==> src/rtl/fft_seq_ctrl.sv <==
// fft_seq_ctrl - address/twiddle sequencer for an in-place radix-2 DIT FFT
// that time-shares one butterfly across all stages. Write-back addresses
// are the read addresses delayed through a BF_LAT+1 deep pipeline.
// Optional feature macro: FFT_SEQ_BITREV_EN (adds LOAD phase, ld_valid/ld_addr).
//
// state | meaning
// IDLE  | waiting for start
// LOAD  | counting ld_valid samples, presenting bit-reversed ld_addr
// RUN   | issuing one butterfly read per cycle
// DRAIN | waiting for the last write of the stage to retire
// DONE  | one-cycle done pulse, then back to IDLE
module fft_seq_ctrl #(
  parameter int LOG2N  = 2,
  parameter int BF_LAT = 1,
  localparam int SW    = ($clog2(LOG2N) < 1) ? 1 : $clog2(LOG2N)
) (
  input  logic             clk1,
  input  logic             rst,
  input  logic             start,
  output logic             busy,
  output logic             done,
  output logic             rd_en,
  output logic [LOG2N-1:0] rd_addr_a,
  output logic [LOG2N-1:0] rd_addr_b,
  output logic [LOG2N-2:0] tw_idx,
  output logic [SW-1:0]    stage,
`ifdef FFT_SEQ_BITREV_EN
  input  logic             ld_valid,
  output logic [LOG2N-1:0] ld_addr,
`endif
  output logic             wr_en,
  output logic [LOG2N-1:0] wr_addr_a,
  output logic [LOG2N-1:0] wr_addr_b
);

  localparam int N  = 1 << LOG2N;
  localparam int JW = LOG2N - 1;
  localparam logic [JW-1:0] J_LAST     = JW'((N / 2) - 1);
  localparam logic [SW-1:0] S_LAST     = SW'(LOG2N - 1);
  localparam logic [2:0]    DRAIN_INIT = 3'(BF_LAT);

  typedef enum logic [2:0] {IDLE, LOAD, RUN, DRAIN, DONE} state_t;

  state_t           state_q, state_d;
  logic [SW-1:0]    stage_q, stage_d;
  logic [JW-1:0]    j_q, j_d;
  logic [2:0]       drain_q, drain_d;
  logic [LOG2N-1:0] jx, pos;
  int unsigned      sh;
  logic [LOG2N-1:0] addr_a_d, addr_b_d;
  logic [LOG2N-2:0] tw_d;
  logic [BF_LAT:0]  pipe_v;
  logic [LOG2N-1:0] pipe_a [BF_LAT+1];
  logic [LOG2N-1:0] pipe_b [BF_LAT+1];
`ifdef FFT_SEQ_BITREV_EN
  logic [LOG2N-1:0] ld_cnt_q, ld_cnt_d, ld_rev_d;
`endif

  // Next state: butterfly index within the stage, stage number, drain timer.
  always_comb begin
    state_d = state_q;
    stage_d = stage_q;
    j_d     = j_q;
    drain_d = drain_q;
`ifdef FFT_SEQ_BITREV_EN
    ld_cnt_d = ld_cnt_q;
`endif
    case (state_q)
      IDLE: begin
        if (start) begin
          stage_d = '0;
          j_d     = '0;
`ifdef FFT_SEQ_BITREV_EN
          ld_cnt_d = '0;
          state_d  = LOAD;
`else
          state_d  = RUN;
`endif
        end
      end
`ifdef FFT_SEQ_BITREV_EN
      LOAD: begin
        if (ld_valid) begin
          ld_cnt_d = ld_cnt_q + LOG2N'(1);
          if (ld_cnt_q == LOG2N'(N - 1)) state_d = RUN;
        end
      end
`endif
      RUN: begin
        if (j_q == J_LAST) begin
          state_d = DRAIN;
          drain_d = DRAIN_INIT;
        end else begin
          j_d = j_q + JW'(1);
        end
      end
      DRAIN: begin
        if (drain_q == 3'd0) begin
          if (stage_q == S_LAST) begin
            state_d = DONE;
          end else begin
            state_d = RUN;
            stage_d = stage_q + SW'(1);
            j_d     = '0;
          end
        end else begin
          drain_d = drain_q - 3'd1;
        end
      end
      DONE:    state_d = IDLE;
      default: state_d = IDLE;
    endcase
  end

  // Butterfly addresses and twiddle exponent for the index about to issue.
  always_comb begin
    sh       = 32'(stage_d);
    jx       = LOG2N'(j_d);
    pos      = jx & ((LOG2N'(1) << sh) - LOG2N'(1));
    addr_a_d = ((jx >> sh) << (sh + 1)) | pos;
    addr_b_d = addr_a_d + (LOG2N'(1) << sh);
    tw_d     = (LOG2N-1)'(pos << (LOG2N - 1 - sh));
  end

  // Control state and registered read-side outputs; reset zeroes everything.
  always_ff @(posedge clk1) begin
    if (rst) begin
      state_q   <= IDLE;
      stage_q   <= '0;
      j_q       <= '0;
      drain_q   <= '0;
      busy      <= 1'b0;
      done      <= 1'b0;
      rd_en     <= 1'b0;
      rd_addr_a <= '0;
      rd_addr_b <= '0;
      tw_idx    <= '0;
      stage     <= '0;
    end else begin
      state_q   <= state_d;
      stage_q   <= stage_d;
      j_q       <= j_d;
      drain_q   <= drain_d;
      busy      <= (state_d == LOAD) || (state_d == RUN) || (state_d == DRAIN);
      done      <= (state_d == DONE);
      rd_en     <= (state_d == RUN);
      rd_addr_a <= (state_d == RUN) ? addr_a_d : '0;
      rd_addr_b <= (state_d == RUN) ? addr_b_d : '0;
      tw_idx    <= (state_d == RUN) ? tw_d : '0;
      stage     <= ((state_d == RUN) || (state_d == DRAIN)) ? stage_d : '0;
    end
  end

  // Write-back pipeline: the read strobe and addresses delayed BF_LAT+1 cycles.
  always_ff @(posedge clk1) begin
    if (rst) begin
      pipe_v <= '0;
      for (int i = 0; i <= BF_LAT; i++) begin
        pipe_a[i] <= '0;
        pipe_b[i] <= '0;
      end
    end else begin
      pipe_v[0] <= rd_en;
      pipe_a[0] <= rd_addr_a;
      pipe_b[0] <= rd_addr_b;
      for (int i = 1; i <= BF_LAT; i++) begin
        pipe_v[i] <= pipe_v[i-1];
        pipe_a[i] <= pipe_a[i-1];
        pipe_b[i] <= pipe_b[i-1];
      end
    end
  end

  assign wr_en     = pipe_v[BF_LAT];
  assign wr_addr_a = pipe_a[BF_LAT];
  assign wr_addr_b = pipe_b[BF_LAT];

`ifdef FFT_SEQ_BITREV_EN
  // Bit-reverse of the sample count that the next ld_valid will load.
  always_comb begin
    ld_rev_d = '0;
    for (int i = 0; i < LOG2N; i++) ld_rev_d[i] = ld_cnt_d[LOG2N-1-i];
  end

  // Load counter and registered load address (zero outside LOAD).
  always_ff @(posedge clk1) begin
    if (rst) begin
      ld_cnt_q <= '0;
      ld_addr  <= '0;
    end else begin
      ld_cnt_q <= ld_cnt_d;
      ld_addr  <= (state_d == LOAD) ? ld_rev_d : '0;
    end
  end
`endif

endmodule

==> config.mk <==
export PLATFORM = sky130hd
export DESIGN_NAME = fft_seq_ctrl
export DESIGN_NICKNAME = d
export VERILOG_FILES = /design/src/rtl/fft_seq_ctrl.sv
export SDC_FILE = /design/constraint.sdc
export NUM_CORES = 1
export LEC_CHECK = 0
export ABC_AREA = 1
export CAP_MARGIN = 20
export CORE_AREA = 2 2 48 50
export DETAILED_ROUTE_END_ITERATION = 8
export DIE_AREA = 0 0 50 52
export DONT_BUFFER_PORTS = 1
export PLACE_DENSITY = 0.67
export SKIP_LAST_GASP = 1
export SLEW_MARGIN = 5
export SYNTH_ARGS = -nofsm -noshare
export SYNTH_HDL_FRONTEND = slang
export SYNTH_SLANG_ARGS = --single-unit
export TNS_END_PERCENT = 1
==> constraint.sdc <==
create_clock -name clk1 -period 1.9 [get_ports clk1]
set_input_delay 0.19 -clock clk1 [delete_from_list [all_inputs] [get_ports clk1]]
set_output_delay 0.19 -clock clk1 [all_outputs]
set_load 0.02 [all_outputs]
==> reports/results.ini, run 1 <==
[run_status]
status=finished, final reports clean

[global_routing]
grt_pass1_wl_um=2680
grt_pass1_vias=608
overflow=0
grt_antenna_before_repair=0
grt_max_degree=18
grt_usage=0.137

[sta]
slew_headroom=0.595
period_needed_ns=1.48
tightest_slew_ns=0.605
rsz0062_at_grt=no
fin_hold_ws_ns=0.0570
hold_viol=0
drv_slew=0
fin_crit_sh=0.777
setup_viol=0
tns_ns=0
finalWorstSetupSlack_ns=0.424
skew_ns=0.00161
timing.fmax_ghz=0.677

[critical_path]
path_buf_inv=3
slowest_stage=dfxtp_1
critPathRequiredTime_ns=2.09
worstSetupStartpointType=register
path_class=register to register
crit_top_cell=inv_1
cp_cell_sequence=inv_1 -> ha_1 -> ha_1 -> inv_1 -> nand2_1 -> nand2_2 -> inv_1 -> nand2_1 -> a21oi_1
critPathTopFamily=adder cells
path_max_fanout=4
endpoint_kind=register
slowest_delay_ns=0.35
cp.arrival_ns=1.67

[routing]
met1_length_um=598
dr.pass1.iters=6
wl_met3_um=109
wl_um=1500
remaining_drc_errors=0
via_per_inst=4.38
drt_iter0_markers=3
num_vias=639
top_layer=met4
final_antenna_net_count=0
wl_per_cell_um=10.3
met2_length_um=784

[logic_synthesis]
ys_types=17
ys_warn_count=0
synth.largest_area_cell=dfxtp_1
syn_area_per_cell_um2=8.09
ys_ff_latch=27
synth_top_area_share=0.562
synth.cell_area_um2=962
synth_area_leaders=dfxtp_1, inv_1, nand2_1, nor2_1, buf_4
yosysSeqAreaShare=0.562
syn_inst=119
syn_nets=124

[floorplanning]
coreArea_um2=2110
fp.dieH_um=52
fp.dieW_um=50
row_count=17
start_util=0.457
dieArea_um2=2600
io_pins=17

[clock_tree]
h-tree-depth=1
holdBufCountCts=1
cts_tree=built
clk_latency_ns=0.31
postCtsSetupRepairBufs=0
cts.sinks=27
clockRootBuffer=clkbuf_4
cts_resized=0
clk_pin_slew_ns=0.13
cts_buffers=3
cts_buffer_depth=2

[cells_and_area]
fin_area_um2=996
final_cell_mix=dfxtp_1, inv_1, nand2_1, nor2_1, nand2_2
layout-drive-gt1-share=0.102
final_core_util=0.473
area_growth_pct=3.51
final_common_cell=dfxtp_1
final_nets=124
finalNonFillerCells=146
num_antenna_cells=0

[placed_design]
placed_cells=141
hpwl_um=1130
place.gp.congestion=0.729
preCtsSetupSlack_ns=0.466
place_area_um2=958
port_buffers=0

[power]
max-vdd-ir-drop_mv=0.717
p_leak_nw=0.456
powerDensity_nw_per_um2=906
p_total_uw=902

[min_path]
hp-class=primary input to register

[flow_run]
drv_cap=0

[worst min-delay path, stage by stage]
cell and delay, ns:
inv_1 0.04, o21ai_0 0.07, nor2_1 0.04
[path summary, 6_finish.rpt]
check | start | end | slack, ns | cells after the start
max | drain_q[0] | drain_q[1] | 0.42 | 9
min | rst | drain_q[0] | 0.06 | 3
max reg2reg | drain_q[0] | drain_q[1] | 0.42 | 9
min reg2reg | pipe_b[0][1] | pipe_b[0][3] | 0.41 | 2
[sequential cells by signal (all words and copies together), names as in the netlist, 2 cells and up]
name	count
pipe_a	4
pipe_v	2
drain_q	3
pipe_b	4
state_q	3
rd_addr_a	2
rd_addr_b	2
[final cells by class]
class	count	area [um^2]
Tap cell	28	35.0
Clock buffer	3	22.5
Sequential cell	27	541
Inverter	26	97.6
Clock inverter	1	5.00
Fill cell	207	1110
Multi-Input combinational cell	60	285
Timing Repair Buffer	1	10.0
[kinds of logic (layout without fill, tap and decap cells)]
family,Yosys count,count (layout),synth area share
and+or+nand+nor,53,53,0.239
buffers and inverters,32,31,0.142
DFF,27,27,0.562
AOI/OAI and AO/OA,5,5,0.0312
adders and majority gates,2,2,0.0260
[power breakdown]
group          internal [mW]  switching (mW)
clock network         0.0788           0.157
registers              0.587          0.0258
logic                 0.0174          0.0358
[cells in the mapped netlist]
cell      count
dfxtp_1      27
inv_1        25
nand2_1      21
nor2_1       20
buf_4         4
nand2_2       4
nand3_1       3
a211oi_1      2
a21oi_1       2
ha_1          2
nor2_2        2
or2_0         2
buf_1         1
buf_2         1
inv_2         1
nor2_4        1
o21ai_0       1
[routing by layer]
layer / vias to the layer above / global-route usage
met1: 280 / 0.157
met4: 0 / 0.0278
met3: 2 / 0.0575
met2: 19 / 0.239
met5: - / 0
li1: 338 / -
Note: power is estimated with default switching activity, not from simulation.
==> run 2, diff against run 1 <==
PLACE_DENSITY = 0.7   (was 0.67)
clock period = 1.3 ns   (was 1.9 ns; I/O delays follow)
==> run 2 against run 1 <==
The run now ends with negative setup slack left; hold slack worse by 0.0086 ns; first-iteration DRC count grew to 3.0 times the previous value; wire length grew 19%; critical endpoint is now rd_addr_a[1]; highest routed layer unchanged.
==> reports/results.ini, run 2 (synthesized netlist as in run 1, its figures left out) <==
[run_status]
status=complete, but fails checks
violations=negative setup slack

[flow_run]
drv_cap=0  ; unchanged

[sta]
slew_headroom=0.825  ; +0.230
skew_ns=0.00100  ; -0.000610 ns
period_needed_ns=1.35  ; -0.130 ns
hold_viol=0  ; unchanged
tightest_slew_ns=0.262  ; -0.344 ns
fin_crit_sh=1.04  ; +0.259
rsz0062_at_grt=yes
timing.fmax_ghz=0.743  ; +9.7%
setup_viol=8  ; +8
finalWorstSetupSlack_ns=-0.0464  ; -0.470 ns
drv_slew=0  ; unchanged

[routing]
via_per_inst=4.37  ; about the same
wl_per_cell_um=11.0  ; +6.6%
final_antenna_net_count=0  ; unchanged
dr.pass1.iters=4  ; -2
num_vias=713  ; +12%
remaining_drc_errors=0  ; unchanged
drt_iter0_markers=9  ; +6
wl_um=1790  ; +19%

[placed_design]
hpwl_um=1090  ; -3.7%
placed_cells=144  ; +2.1%
preCtsSetupSlack_ns=-0.110  ; -0.577 ns
place.gp.congestion=0.742  ; +1.8%
place_area_um2=983  ; +2.6%
port_buffers=0  ; unchanged

[cells_and_area]
reg.largest.list=pipe_a x4, pipe_b x4
fin_area_um2=1200  ; +21%
multi_input_area_um2=333  ; +17%
seqCellArea_um2=543  ; +0.46%
final_nets=141  ; +14%
area_growth_pct=25.1
finalNonFillerCells=163  ; +12%
layout-drive-gt1-share=0.222  ; +0.121
num_antenna_cells=0  ; unchanged
final_common_cell=dfxtp_1
final_cell_mix=dfxtp_1, inv_1, nor2_1, nand2_1, dlygate4sd3_1
fill_cells=188  ; -9.2%

[power]
max-vdd-ir-drop_mv=0.588  ; -18%
powerDensity_nw_per_um2=1140  ; +26%
p_leak_nw=0.567  ; +24%

[clock_tree]
cts_buffers=3  ; unchanged
clk_pin_slew_ns=0.15  ; +0.02 ns
clockRootBuffer=clkbuf_4
h-tree-depth=1  ; unchanged
cts_tree=built
clk_latency_ns=0.32  ; about the same
cts_buffer_depth=2  ; unchanged
cts.sinks=27  ; unchanged

[critical_path]
cp.arrival_ns=1.62  ; -0.05 ns
endpoint_kind=register
path_max_fanout=4  ; unchanged
worstSetupStartpointType=register
critPathRequiredTime_ns=1.57  ; -0.52 ns
path_class=register to register
rrSetupSlack_ns=-0.05  ; -0.47 ns

[floorplanning]
fp.dieH_um=52  ; unchanged
fp.dieW_um=50  ; unchanged
row_count=17  ; unchanged
dieArea_um2=2600  ; unchanged
io_pins=17  ; unchanged
start_util=0.457  ; unchanged
coreArea_um2=2110  ; unchanged

[global_routing]
overflow=0  ; unchanged
grt_usage=0.148  ; +0.0108
grt_pass1_wl_um=2790  ; +4.4%
grt_pass1_vias=664  ; +9.2%
grt_antenna_before_repair=0  ; unchanged
grt_max_degree=17  ; -1

[min_path]
hp-class=primary input to register

## run 2: area by class of cell
cell class / count / share of cell area
Inverter: 26 / 0.0811
Clock inverter: 1 / 0.00624
Timing Repair Buffer: 18 / 0.137
Tap cell: 28 / 0.0291
Multi-Input combinational cell: 60 / 0.277
Clock buffer: 3 / 0.0187
Sequential cell: 27 / 0.451
## run 2: final timing paths
check,from,endpoint,cells past startpoint
max,drain_q[1],rd_addr_a[1],10
min,rst,stage,3
max reg2reg,drain_q[1],rd_addr_a[1],10
min reg2reg,drain_q[2],drain_q[2],2
## run 2: power breakdown
part           total (mW)  internal [mW]  switching [mW]
Clock               0.365          0.117           0.248
Combinational       0.113         0.0524          0.0606
Sequential          0.897          0.859          0.0378
Total                1.37           1.03           0.346
## run 2: what timing repair did
| action | in CTS | in global routing |
|---|---|---|
| hold buffers | 12 | 0 |
| setup buffers | 2 | 1 |
| pin swaps | 8 | 6 |
| endpoints found under the hold margin | 18 | 0 |
| endpoints found under the setup margin | 13 | 14 |
| cloned | 0 | 0 |
| resized for setup | 9 | 5 |
## run 2: critical path, stage by stage (launching register included)
cell	delay, ns
dfxtp_2	0.37
inv_2	0.05
ha_4	0.15
ha_4	0.16
nand3_2	0.05
nand2_1	0.05
nand2_1	0.07
nand2_2	0.09
nor2_4	0.15
nand2_2	0.07
nor2_1	0.08
## run 2: metrics by stage
| step | power [mW] | setup TNS [ns] | utilization | hold slack [ns] |
|---|---|---|---|---|
| 2_1_floorplan | 0.979 | 0 | - | 0.375 |
| 3_3_place_gp | 0.985 | -0.252 | 0.467 | 0.204 |
| 5_1_grt | 1.44 | -1.29 | 0.572 | 0.0271 |
| 4_1_cts | 1.37 | -0.448 | 0.561 | 0.0279 |
| 3_5_place_dp | 0.989 | -0.629 | 0.467 | 0.206 |
| 6_report | 1.37 | -0.270 | 0.572 | 0.0484 |
## run 2: layer usage
metal  up-vias  track usage  wire length (um)
met5         -            0                 0
met4         0       0.0694                11
met3         2       0.0402                67
met2        13        0.270               985
met1       327        0.158               726
li1        371            -                 -
==> run 3, diff against run 2 <==
CORE_AREA = 2 2 47 49   (was 2 2 48 50)
DIE_AREA = 0 0 49 51   (was 0 0 50 52)
HOLD_SLACK_MARGIN = 0.05   (was not set)
PLACE_DENSITY = 0.72   (was 0.7)
==> run 3 against run 2 <==
The flow finishes with violations (negative hold slack, negative setup slack); hold slack got worse by 0.19 ns; first-iteration DRC count down 44%; clock power fell by 3%; via count grew 0.70%; power fell by 0.83%; global-route usage increased by 0.72 points; clock skew is 0.0021 ns higher; sequential share of layout area grew 0.76 points; sequential power is essentially flat; critical path depth is the same; wire length decreased by 4.5%; critical path type unchanged; highest routed layer unchanged.
==> reports/results.ini, run 3 (synthesized netlist as in run 1, its figures left out) <==
[cells_and_area]
finalNonFillerCells=160  ; -1.8%
layout-drive-gt1-share=0.227  ; +0.00505
multi_input_area_um2=343  ; +3.0%
fill_cells=206  ; +9.6%
final_cell_mix=dfxtp_1, inv_1, nor2_1, nand2_1, dlygate4sd3_1
reg.largest.list=pipe_a x4, pipe_b x4
final_nets=138  ; -2.1%
area_growth_pct=23.0
seqCellArea_um2=543  ; unchanged
num_antenna_cells=0  ; unchanged
final_common_cell=dfxtp_1
fin_area_um2=1180  ; -1.7%

[critical_path]
endpoint_kind=register
rr_endpoint=rd_addr_a[0]
rr_worst_depth=10  ; unchanged
startpoint=drain_q[1]
critPathRequiredTime_ns=1.57  ; about the same
r2r_start=drain_q[1]
path_max_fanout=4  ; unchanged
worstSetupStartpointType=register
rrSetupSlack_ns=-0.05  ; about the same
cp.arrival_ns=1.62  ; about the same
path_class=register to register

[sta]
finalWorstSetupSlack_ns=-0.0503  ; -0.00395 ns
timing.fmax_ghz=0.741  ; -0.29%
drv_slew=0  ; unchanged
rsz0062_at_grt=yes
slew_headroom=0.842  ; +0.0174
tns_ns=-0.153  ; +0.117 ns
hold_viol=7  ; +7
setup_viol=6  ; -2
tightest_slew_ns=0.236  ; -0.0255 ns
skew_ns=0.00309  ; +0.00209 ns
fin_hold_ws_ns=-0.144  ; -0.192 ns
period_needed_ns=1.35  ; +0.00395 ns
fin_crit_sh=1.04  ; +0.00304

[global_routing]
grt_usage=0.155  ; +0.00724
grt_antenna_before_repair=0  ; unchanged
grt_max_degree=19  ; +2
grt_pass1_vias=707  ; +6.5%
overflow=0  ; unchanged
grt_pass1_wl_um=2860  ; +2.2%

[floorplanning]
fp.dieH_um=51  ; -1.9%
coreArea_um2=2060  ; -2.0%
start_util=0.466  ; +0.00942
fp.dieW_um=49  ; -2.0%
io_pins=17  ; unchanged
dieArea_um2=2500  ; -3.9%
row_count=17  ; unchanged

[min_path]
holdCritStartpoint=rst
hp-class=primary input to register
min_to=drain_q[1]
hold_depth=1  ; -2

[clock_tree]
clockRootBuffer=clkbuf_4
cts_buffer_depth=2  ; unchanged
cts.sinks=27  ; unchanged
clk_pin_slew_ns=0.14  ; about the same
h-tree-depth=1  ; unchanged
holdBufCountCts=10  ; -2
cts_tree=built
clk_latency_ns=0.32  ; about the same
cts_buffers=3  ; unchanged

[placed_design]
port_buffers=0  ; unchanged
place_area_um2=991  ; +0.76%
hpwl_um=1190  ; +9.2%
placed_cells=145  ; +0.69%
place.gp.congestion=0.719  ; -3.2%

[routing]
drt_iter0_markers=5  ; -4
wl_um=1710  ; -4.5%
via_per_inst=4.49  ; +2.6%
wl_per_cell_um=10.7  ; -2.7%
dr.pass1.iters=4  ; unchanged
final_antenna_net_count=0  ; unchanged
num_vias=718  ; +0.70%
remaining_drc_errors=0  ; unchanged

[run_status]
violations=negative hold slack, negative setup slack
status=complete, but fails checks

[power]
max-vdd-ir-drop_mv=0.844  ; +43%
p_leak_nw=0.557  ; -1.7%
powerDensity_nw_per_um2=1150  ; +0.84%
p_total_mw=1.36  ; -0.83%

[flow_run]
drv_cap=0  ; unchanged

-- run 3: changes by cell type in the layout (fill, tap and decap cells not counted) --
| cell | previous run | this run |
|---|---|---|
| nand3_2 | 1 | 2 |
| nand2_4 | 1 | 2 |
| nand3_1 | 2 | 1 |
| clkinv_2 | 0 | 1 |
| nor2_1 | 18 | 20 |
| nor2_2 | 4 | 2 |
| dlygate4sd3_1 | 12 | 10 |
| buf_4 | 6 | 5 |
| nand2_1 | 18 | 16 |
| nand2_2 | 6 | 7 |
| clkinvlp_4 | 1 | 0 |
-- run 3: where the power goes --
group          switching [mW]  internal [mW]
clock                   0.239          0.115
combinational          0.0587         0.0540
sequential             0.0377          0.859
total                   0.335           1.03
-- run 3: cell type report --
cell class | instances | area share
Multi-Input combinational cell | 60 | 0.290
Sequential cell | 27 | 0.459
Tap cell | 28 | 0.0296
Inverter | 26 | 0.0825
Clock buffer | 3 | 0.0190
Clock inverter | 1 | 0.00423
Timing Repair Buffer | 15 | 0.116
-- run 3: metal layers --
layer	up-vias	track usage	wire length, um
met4	0	0.0857	38
li1	368	-	-
met2	15	0.315	951
met5	-	0	0
met3	5	0.0322	68
met1	330	0.143	651
-- run 3: worst max-delay path by stage --
| stage | to | slack [ns] | cells after the start |
|---|---|---|---|
| 2_1_floorplan | rd_addr_a[1] | 0.01 | 10 |
| 6_report | rd_addr_a[0] | -0.05 | 10 |
| 3_3_place_gp | rd_addr_a[1] | -0.1 | 10 |
| 3_5_place_dp | rd_addr_a[1] | -0.16 | 10 |
| 5_1_grt | rd_addr_a[0] | -0.14 | 10 |
| 4_1_cts | tw_idx | -0.11 | 10 |
-- run 3: critical path: stages, from the launching register on --
cell and delay (ns):
dfxtp_2 0.36, inv_2 0.05, ha_4 0.16, ha_4 0.16
nand3_2 0.06, nand2_2 0.05, nand2_2 0.07, nand2_4 0.07
nor2_4 0.12, nand2_2 0.09, nor2_1 0.10
-- run 3: through the flow --
stage	setup slack [ns]	util
2_1_floorplan	0.0143	-
3_3_place_gp	-0.0960	0.480
3_5_place_dp	-0.155	0.480
4_1_cts	-0.107	0.562
5_1_grt	-0.136	0.574
6_report	-0.0503	0.574
-- run 3: what timing repair did --
item                                    in CTS  in global routing
resized for setup                            9                  7
endpoints found under the setup margin      13                 14
cloned                                       0                  0
hold endpoints to repair                    20                  9
pin swaps                                    9                  6
buffers inserted                             1                  0
